--- config.mk ---
export PLATFORM = sky130hd
export DESIGN_NAME = seq_det_prog
export DESIGN_NICKNAME = d
export VERILOG_FILES = /design/src/rtl/seq_det_pkg.sv /design/src/rtl/sat_counter.sv /design/src/rtl/seq_det_prog.sv
export SDC_FILE = /design/constraint.sdc
export NUM_CORES = 1
export LEC_CHECK = 0
export ABC_AREA = 0
export CAP_MARGIN = 30
export CORE_MARGIN = 3
export CORE_UTILIZATION = 49
export CTS_CLUSTER_SIZE = 30
export DETAILED_ROUTE_END_ITERATION = 10
export GPL_TIMING_DRIVEN = 0
export PLACE_DENSITY = 0.79
export REMOVE_ABC_BUFFERS = 1
export SETUP_SLACK_MARGIN = 0.15
export SKIP_LAST_GASP = 1
export SLEW_MARGIN = 20
export SYNTH_ARGS = -nofsm -noshare
export SYNTH_HDL_FRONTEND = slang
export SYNTH_SLANG_ARGS = --single-unit
--- constraint.sdc ---
create_clock -name clk -period 2.2 [get_ports clk]
set_input_delay 0.33 -clock clk [delete_from_list [all_inputs] [get_ports clk]]
set_output_delay 0.33 -clock clk [all_outputs]
set_load 0.03 [all_outputs]
--- src/rtl/seq_det_pkg.sv ---
// Shared constants and helpers for the programmable serial pattern detector.
// Latency: n/a (package only).
// Backpressure: n/a (package only).
package seq_det_pkg;

  // Pattern and match mode loaded at reset; MSB of the pattern is the first bit received.
  localparam logic [3:0] DEF_PATTERN = 4'b1011;
  localparam logic       DEF_OVERLAP = 1'b1;

  // Detector phase: history not yet full versus able to report matches.
  typedef enum logic {
    FILLING = 1'b0,
    ARMED   = 1'b1
  } phase_e;

  // Width needed to hold a fill count of 0..pat_len inclusive.
  function automatic int FILL_W(input int pat_len);
    return $clog2(pat_len + 1);
  endfunction

endpackage

--- src/rtl/sat_counter.sv ---
// Saturating up-counter with synchronous clear; clear and increment on the same edge yields 1.
// Latency: q reflects clr/inc one cycle after the edge that samples them.
// Backpressure: none; inc is accepted every cycle and is dropped silently once saturated.
module sat_counter #(
  parameter int W = 8
) (
  input  logic         clk,
  input  logic         rst,
  input  logic         clr,
  input  logic         inc,
  output logic [W-1:0] q
);

  localparam logic [W-1:0] MAX = {W{1'b1}};

  // Clear takes priority but still counts a coincident increment; otherwise count up and stick at MAX.
  always_ff @(posedge clk or negedge rst) begin
    if (!rst) begin
      q <= '0;
    end else if (clr) begin
      q <= W'(inc);
    end else if (inc && (q != MAX)) begin
      q <= q + W'(1);
    end
  end

endmodule

--- src/rtl/seq_det_prog.sv ---
// Runtime-programmable PAT_LEN-bit serial pattern detector with overlap mode and match counter.
// Latency: match pulses one cycle after the edge that samples the final pattern bit.
// Backpressure: none; din is sampled whenever din_valid is high and gaps simply hold the history.
module seq_det_prog
  import seq_det_pkg::*;
#(
  parameter int                 PAT_LEN     = 4,
  parameter logic [PAT_LEN-1:0] DEF_PATTERN = PAT_LEN'(seq_det_pkg::DEF_PATTERN),
  parameter logic               DEF_OVERLAP = seq_det_pkg::DEF_OVERLAP,
  parameter int                 CNT_W       = 8
) (
  input  logic                          clk,
  input  logic                          rst,
  input  logic                          din_valid,
  input  logic                          din,
  input  logic                          cfg_load,
  input  logic [PAT_LEN-1:0]            cfg_pattern,
  input  logic                          cfg_overlap,
  input  logic                          clr_cnt,
  output logic                          match,
  output logic [CNT_W-1:0]              match_cnt,
  output logic [FILL_W(PAT_LEN)-1:0]    fill
);

  localparam int            FW   = FILL_W(PAT_LEN);
  localparam logic [FW-1:0] FULL = FW'(PAT_LEN);

  logic [PAT_LEN-1:0] pattern_q, pattern_d;
  logic               overlap_q, overlap_d;
  logic [PAT_LEN-1:0] hist_q, hist_d;
  logic [FW-1:0]      fill_q, fill_d;
  logic               match_q, match_d;

  logic [PAT_LEN-1:0] hist_n;
  logic [FW-1:0]      fill_inc;
  phase_e             phase_n;
  logic               hit;

  // Detector state register; reset drops any partial history immediately.
  always_ff @(posedge clk or negedge rst) begin
    if (!rst) begin
      pattern_q <= DEF_PATTERN;
      overlap_q <= DEF_OVERLAP;
      hist_q    <= '0;
      fill_q    <= '0;
      match_q   <= 1'b0;
    end else begin
      pattern_q <= pattern_d;
      overlap_q <= overlap_d;
      hist_q    <= hist_d;
      fill_q    <= fill_d;
      match_q   <= match_d;
    end
  end

  // Next-state: cfg_load restarts detection, a valid bit shifts in, idle cycles hold.
  always_comb begin
    hist_n    = {hist_q[PAT_LEN-2:0], din};
    fill_inc  = (fill_q == FULL) ? FULL : (fill_q + FW'(1));
    // Phase after this sample; the fill gate keeps the zeroed history from matching an all-zero pattern.
    phase_n   = (fill_inc == FULL) ? ARMED : FILLING;
    hit       = din_valid && !cfg_load && (phase_n == ARMED) && (hist_n == pattern_q);

    pattern_d = pattern_q;
    overlap_d = overlap_q;
    hist_d    = hist_q;
    fill_d    = fill_q;
    match_d   = hit;

    if (cfg_load) begin
      pattern_d = cfg_pattern;
      overlap_d = cfg_overlap;
      hist_d    = '0;
      fill_d    = '0;
    end else if (din_valid) begin
      hist_d = hist_n;
      // Non-overlapping mode discards the matched bits so the next match needs a full fresh pattern.
      fill_d = (hit && !overlap_q) ? '0 : fill_inc;
    end
  end

  sat_counter #(
    .W (CNT_W)
  ) u_cnt (
    .clk (clk),
    .rst (rst),
    .clr (clr_cnt),
    .inc (hit),
    .q   (match_cnt)
  );

  assign match = match_q;
  assign fill  = fill_q;

endmodule

# Yosys cells after proc, flatten, opt, wreduce, memory -nomap -nowiden
# Cells that the tools add are included.
# word_totals
register_bits,20
out_inout_bits,12
wordCells,30
# classes
addsub,2
eq_ne,4
mux,9
reduce_logical,9
# ops
cell,count
two-way mux 3 bit,6
two-way mux 8 bit,2
"adder 8 x 1 -> 8 bit, second input constant",1
"inequality test 8 bit, second input constant",1
"equality test 3 bit, second input constant",2
logical AND 1 bit,5
equality test 4 bit,1
nonzero test 2 bit,2
"adder 3 x 1 -> 3 bit, second input constant",1
logical NOT 1 bit,2
two-way mux 1 bit,1

# Longest topological paths before layout
# logic_depth
depth_word,10
mapped_depth,8
mapped_depth_nobuf,7

# Hierarchy
# From an unflattened synthesis, not the netlist that was laid out.
# unflattened
cells_unflattened,95
area_unflattened_um2,1059.8
# modules_own_cells
mod,n_inst,cells_each,area_each_um2
seq_det_prog,1,48,586.8
sat_counter,1,47,473.0

# Worst setup path before layout
# OpenSTA, ideal clock, no wires.
# synth_path
path_type,register to register
startpoint,"register fill_q[0], in the netlist fill[0]"
endpoint,register u_cnt.q[7]
setup_time_ps,78
arrival_ps,1990
t_required_ps,2122
setup_slack_ps,132
path_stages_with_launch,9
n_path_buf,1
path_cell_list,dfrtp_1 inv_1 ha_1 nand2b_1 a21oi_1 nand4_2 buf_6 or3_1 a21oi_1
# synth_via
elab_chain_len,8
word_cells_on_any_way,9
# synth_lines
element,line,source
"start, declared",seq_det_prog.sv:31,"logic [FW-1:0] fill_q, fill_d;"
"start signal, assigned",seq_det_prog.sv:51,fill_q <= fill_d;
adder 3 x 1 -> 3 bit / equality test 3 bit (equally long branches),seq_det_prog.sv:59,fill_inc = (fill_q == FULL) ? FULL : (fill_q + FW'(1));
two-way mux 3 bit (*),seq_det_prog.sv:59,
equality test 3 bit (*),seq_det_prog.sv:61,phase_n = (fill_inc == FULL) ? ARMED : FILLING;
two-way mux 1 bit (*),seq_det_prog.sv:61,
logical AND 1 bit (*) (2 in a row),seq_det_prog.sv:62,hit = din_valid && !cfg_load && (phase_n == ARMED) && (hist_n == pattern_q);
logical AND 1 bit (*),sat_counter.sv:22,end else if (inc && (q != MAX)) begin
nonzero test 2 bit (no source line) (*),--,
"end signal, assigned",sat_counter.sv:21,q <= W'(inc);
"end signal, assigned",sat_counter.sv:23,q <= q + W'(1);
"end, declared",sat_counter.sv:11,output logic [W-1:0] q
# Mark *: on every way between the ends. The rest lies on a longest branch, timed or not.
# A chain may end at the register's enable or synchronous reset.

# Final worst setup path
# layout_path
startpoint,"register fill_q[1], in the netlist fill[1]"
endpoint,register u_cnt.q[4]
# Same word-level chain as after synthesis.

==> out/results.tsv <==
stage	metric	value	unit
route	antenna-violating nets left	0	
power_and_ir_drop	leakage	0.596	nW
clock_network	TritonCTS clock tree	yes	
sta	Worst-Margin Slew	861	ps
floorplan	die area	2690	µm²
clock_network	Skew-Pair Late Insertion Delay	300	ps
clock_network	total CTS buffers	3	
status	status	completed	
critical_path	Crit path depth	7	
yosys	Main synth FF type	dfrtp_1	
critical_path	Startpoint Class	register	
route	vias	834	
sta	Setup TNS	0	ps
route	vias per std cell	5.56	
floorplan	starting density of the core	0.556	
layout	Synth-to-Final Area Change	34.8	%
clock_network	Clock Path Buffers	2	
sta	final hold vios	0	
floorplan	Core Box Area	1860	µm²
placement	Post-DP Area	1260	µm²
clock_network	hold buffers post-CTS	0	
flow_run	Max-Cap Viols	0	
placement	final HPWL from detailed placement	1460	µm
yosys	share of the yosys chip area belonging to registers	0.490	
critical_path	CP cell instances	inv_2 > ha_4 > and3b_2 > nor4b_4 > nand4_4 > or3_2 > a21oi_2	
grt	number of antenna violations at the first check in global routing	0	
route	WL/cell	14.2	µm
sta	Fin Hold WS	508	ps
critical_path	Worst Setup SP	fill[1]	
critical_path	required time of the critical path	2440	ps
critical_path	CP endpoint kind	register	
sta	clk_skew	8.26	ps
floorplan	io pins	23	
yosys	Synth warnings	0	
power_and_ir_drop	worst vdd ir	0.457	mV
yosys	EDFF count, synth	0	
sta	Slew Limit Headroom	0.424	
clock_network	number of clock sinks	20	
grt	vias in the first global route	796	
floorplan	DIE WIDTH	51.9	µm
power_and_ir_drop	PwrDens	485	nW/µm²
critical_path	CP max stage delay	500	ps
critical_path	Crit Path Category	reg2reg	
placement	gpl congestion	0.797	
yosys	Post-Syn Area	1030	µm²
clock_network	clock slew at reported path FFs	110	ps
grt	first-pass GRT wire length	3510	µm
layout	fin nets	140	
critical_path	Slowest cell on crit path	or3_2	
critical_path	r2r setup slk	150	ps
yosys	top cell type's share of synthesized area	0.388	
yosys	top post-synthesis cells by area	dfrtp_1 39%, dfstp_2 10%, mux2_2 5.5%	
layout	Layout Cells excl Fill	150	
yosys	syn_area_per_cell	10.6	µm²
sta	f_max	487	MHz
yosys	commonest cells in the netlist	16 x dfrtp_1, 9 x a21oi_1, 7 x nor2_1	
floorplan	row count	15	
critical_path	delay-heaviest family, CP	simple AND/OR/NAND/NOR gates	
critical_path	CP Data Arrival Time	2290	ps
layout	Design Area, Final	1390	µm²
yosys	biggest area consumer among synthesized cells	dfrtp_1	
critical_path	r2r startpoint	fill[1]	
layout	Antenna Diode Count	0	
yosys	Netlist cell types	30	
sta	max-slew violation count	0	
yosys	asr flop ratio synth	1.00	
yosys	cells after synthesis	97	
critical_path	CP Buf/Inv Count	1	
grt	pin count of the biggest net entering global routing	21	
sta	fin crit share	0.933	
placement	port buffer count	22	
clock_network	number of H-tree levels	1	
yosys	count leader, synth	dfrtp_1	
yosys	flop and latch count out of synthesis	20	
clock_network	Root Buffer	clkbuf_4	
sta	final critical-path required period	2050	ps
route	first drt pass iteration count	4	
hold_path	Worst Hold Class	in2async	
layout	share of layout cells above drive strength 1	0.280	
critical_path	CP Max Fanout	5	
route	WL final	2120	µm
floorplan	Vert. Die Dim	51.9	µm
critical_path	Worst Reg-to-Reg Cells	7	
sta	Setup-failing EPs final	0	
sta	unrepaired setup endpoints after global routing	true	
placement	dpl cells	140	
grt	GRT overflow	0	
grt	Global Route Usage Sum	0.172	
route	DRC viols	0	
route	DR iter-0 viols	15	
layout	fillers	116	
-- flip-flops by register name, summed over array words and instances (netlist names) --
| register | cells |
|---|---|
| match | 1 |
| hist_q | 3 |
| pattern_q | 4 |
| overlap_q | 1 |
| fill | 3 |
| u_cnt.q | 8 |
-- layer usage --
metal | share of wire | vias up | track usage
li1 | - | 396 | -
met1 | 0.42 | 408 | 0.218
met2 | 0.52 | 26 | 0.297
met3 | 0.048 | 4 | 0.0344
met4 | 0.0094 | 0 | 0.0393
met5 | 0 | - | 0
-- what timing repair did --
action	CTS	global route
endpoints found under the setup margin	5	6
resized for setup	4	13
endpoints found under the hold margin	0	0
buffers inserted	5	1
pin swaps	2	7
cloned	0	0
-- through the flow --
step	utilization	power [mW]	worst slack [ps]
after floorplan	-	0.444	41.9
after global routing	0.749	0.706	78.9
after detailed placement	0.678	0.490	-376
final	0.749	0.675	146
after CTS	0.721	0.673	113
after global placement	0.678	0.487	-286
-- kinds of logic (layout without fill, tap and decap cells) --
family,Yosys count,after routing,synth area share
AND/OR/NAND/NOR,38,38,0.230
flip-flops,20,20,0.490
AO/OA/AOI/OAI,16,16,0.0824
multiplexers,9,9,0.0933
buffers and inverters,7,35,0.0339
XOR/XNOR,4,4,0.0339
adder cells (fa/ha/maj),3,3,0.0364
-- final timing paths --
kind,to
setup / recovery,u_cnt.q[4]
hold / removal,u_cnt.q[6]
setup reg to reg,u_cnt.q[4]
hold reg to reg,pattern_q[2]
max in group asynchronous,fill[0]
min in group clk,hist_q[2]
-- power breakdown --
part	leakage (nW)	switching, mW	internal, mW
Sequential	0.260	0.0111	0.387
Clock	0.0150	0.108	0.0707
Combinational	0.321	0.0458	0.0519
-- cell usage in the layout, fill, tap and decap left out, types with 3 or more instances in the layout --
master           Yosys  layout
a21oi_1              9       5
a21oi_2              0       4
buf_4                0       4
clkbuf_4             0       3
clkdlybuf4s50_1      0      21
dfrtp_1             16      15
dfstp_2              4       4
mux2_2               5       5
mux2i_1              4       4
nand2_1              4       4
nand2b_1             4       4
nand3_1              6       6
nor2_1               7       7
o21ai_0              6       6
xor2_1               4       4
-- area by class of cell --
| type | instances | area [µm²] | share of cell area |
|---|---|---|---|
| Tap cell | 25 | 31.3 | 0.0225 |
| Timing Repair Buffer | 28 | 275 | 0.198 |
| Multi-Input combinational cell | 70 | 541 | 0.388 |
| Inverter | 3 | 11.3 | 0.00809 |
| Sequential cell | 20 | 507 | 0.364 |
| Clock buffer | 4 | 26.3 | 0.0189 |
(Power assumes the default switching activity.)
==> variant: new RTL, same settings <==
Add an input register stage for `clr_cnt`, without a reset; this delays it by one clock. The other inputs are not delayed to match.
--- a/src/rtl/seq_det_prog.sv
+++ b/src/rtl/seq_det_prog.sv
@@ -24,6 +24,12 @@
 
   localparam int            FW   = FILL_W(PAT_LEN);
   localparam logic [FW-1:0] FULL = FW'(PAT_LEN);
+
+  logic clr_cnt_q;
+
+  always_ff @(posedge clk) begin
+    clr_cnt_q <= clr_cnt;
+  end
 
   logic [PAT_LEN-1:0] pattern_q, pattern_d;
   logic               overlap_q, overlap_d;
@@ -84,7 +90,7 @@
   ) u_cnt (
     .clk (clk),
     .rst (rst),
-    .clr (clr_cnt),
+    .clr (clr_cnt_q),
     .inc (hit),
     .q   (match_cnt)
   );
Formal check against the unedited RTL: not equivalent (Yosys sat finds a counterexample within 10 cycles, from zero or initial values and one cycle with rst low).
==> variant against the unedited design <==
Worst setup slack better by 0.0089 ns. Final area up 5.6%. Global-route usage is 1.5 points higher. Sequential cell count grew 1. Synthesized area rose by 1.9%. Power increased by 5.3%. Count of clock-buffer cells in the layout unchanged. Critical path depth rose by 1. Utilization fell by 1.5 points. Sequential power rose by 5.5%. Routed wire length increased by 11%. Via count rose by 4.1%. Critical path type unchanged. Largest cell class unchanged. Largest power group unchanged. Highest routed layer unchanged.
==> variant: results (changes against the unedited design) <==
| Metric | Value |
|---|---|
| Final net count | 148 (was 140) |
| LEAKAGE | 0.617 nW (was 0.596 nW) |
| Asr flop ratio synth | 95.2% (was 100%) |
| GR Util met3 | 3.13% (was 3.44%) |
| FF-to-FF path depth | 8 (was 7) |
| Critical path's largest stage delay | 0.44 ns (was 0.50 ns) |
| Routed Wire Length | 2370 µm (was 2120 µm) |
| CP max FO | 6 (was 5) |
| Met1 Resource Use GR | 24.8% (was 21.8%) |
| Hold WS | 0.240 ns (was 0.508 ns) |
| GP Congestion | 0.775 (was 0.797) |
| Yosys cell types | 31 (was 30) |
| Status | complete, no violations (unchanged) |
| Post-Syn Instances | 98 (was 97) |
| Synth top area cells | dfrtp_1 (38%), dfstp_2 (10%), mux2_2 (5.4%) (was dfrtp_1 (39%), dfstp_2 (10%), mux2_2 (5.5%)) |
| Total length of routed met3 wires | 100 µm (was 102 µm) |
| WL/cell | 14.8 µm (was 14.2 µm) |
| VDD IR max | 419 µV (was 457 µV) |
| GR Layer Usage met2 | 28.9% (was 29.7%) |
| WL met2 | 1230 µm (was 1100 µm) |
| Non-clk buf share | 22.7% (was 19.8%) |
| Gr usage total | 18.6% (was 17.2%) |
| Vias in the first global route | 837 (was 796) |
| Layout cells sized above 1 | 30.1% (was 28.0%) |
| Internal power | 536 µW (was 510 µW) |
| Clock Skews | 0.00235 ns (was 0.00826 ns) |
## variant: timing repair
item,CTS,global route
gates resized for setup,12,5
gates cloned,0,0
endpoints found under the hold margin,0,0
buffers inserted,10,2
endpoints found under the setup margin,5,8
pin swaps,6,11
## variant: kinds of logic (layout without fill, tap and decap cells)
group                      Yosys count  in the layout  synth area share (%)
and+or+nand+nor                     38             38                  22.6
xor gates and xnor gates             4              4                  3.33
AOI/OAI and AO/OA                   16             16                  8.09
DFF                                 21             21                  49.9
buffers and inverters                7             42                  3.33
muxes                                9              9                  9.16
adders and majority gates            3              3                  3.57
## variant: through the flow
stage / utilization [%] / setup WS, ns / instance area, µm²
final: 73.4 / 0.155 / 1470
after global routing: 73.4 / 0.0569 / 1470
after CTS: 71.3 / 0.121 / 1430
after detailed placement: 64.1 / -0.365 / 1280
after global placement: 64.1 / -0.253 / 1280
after floorplan: - / 0.0418 / 1030
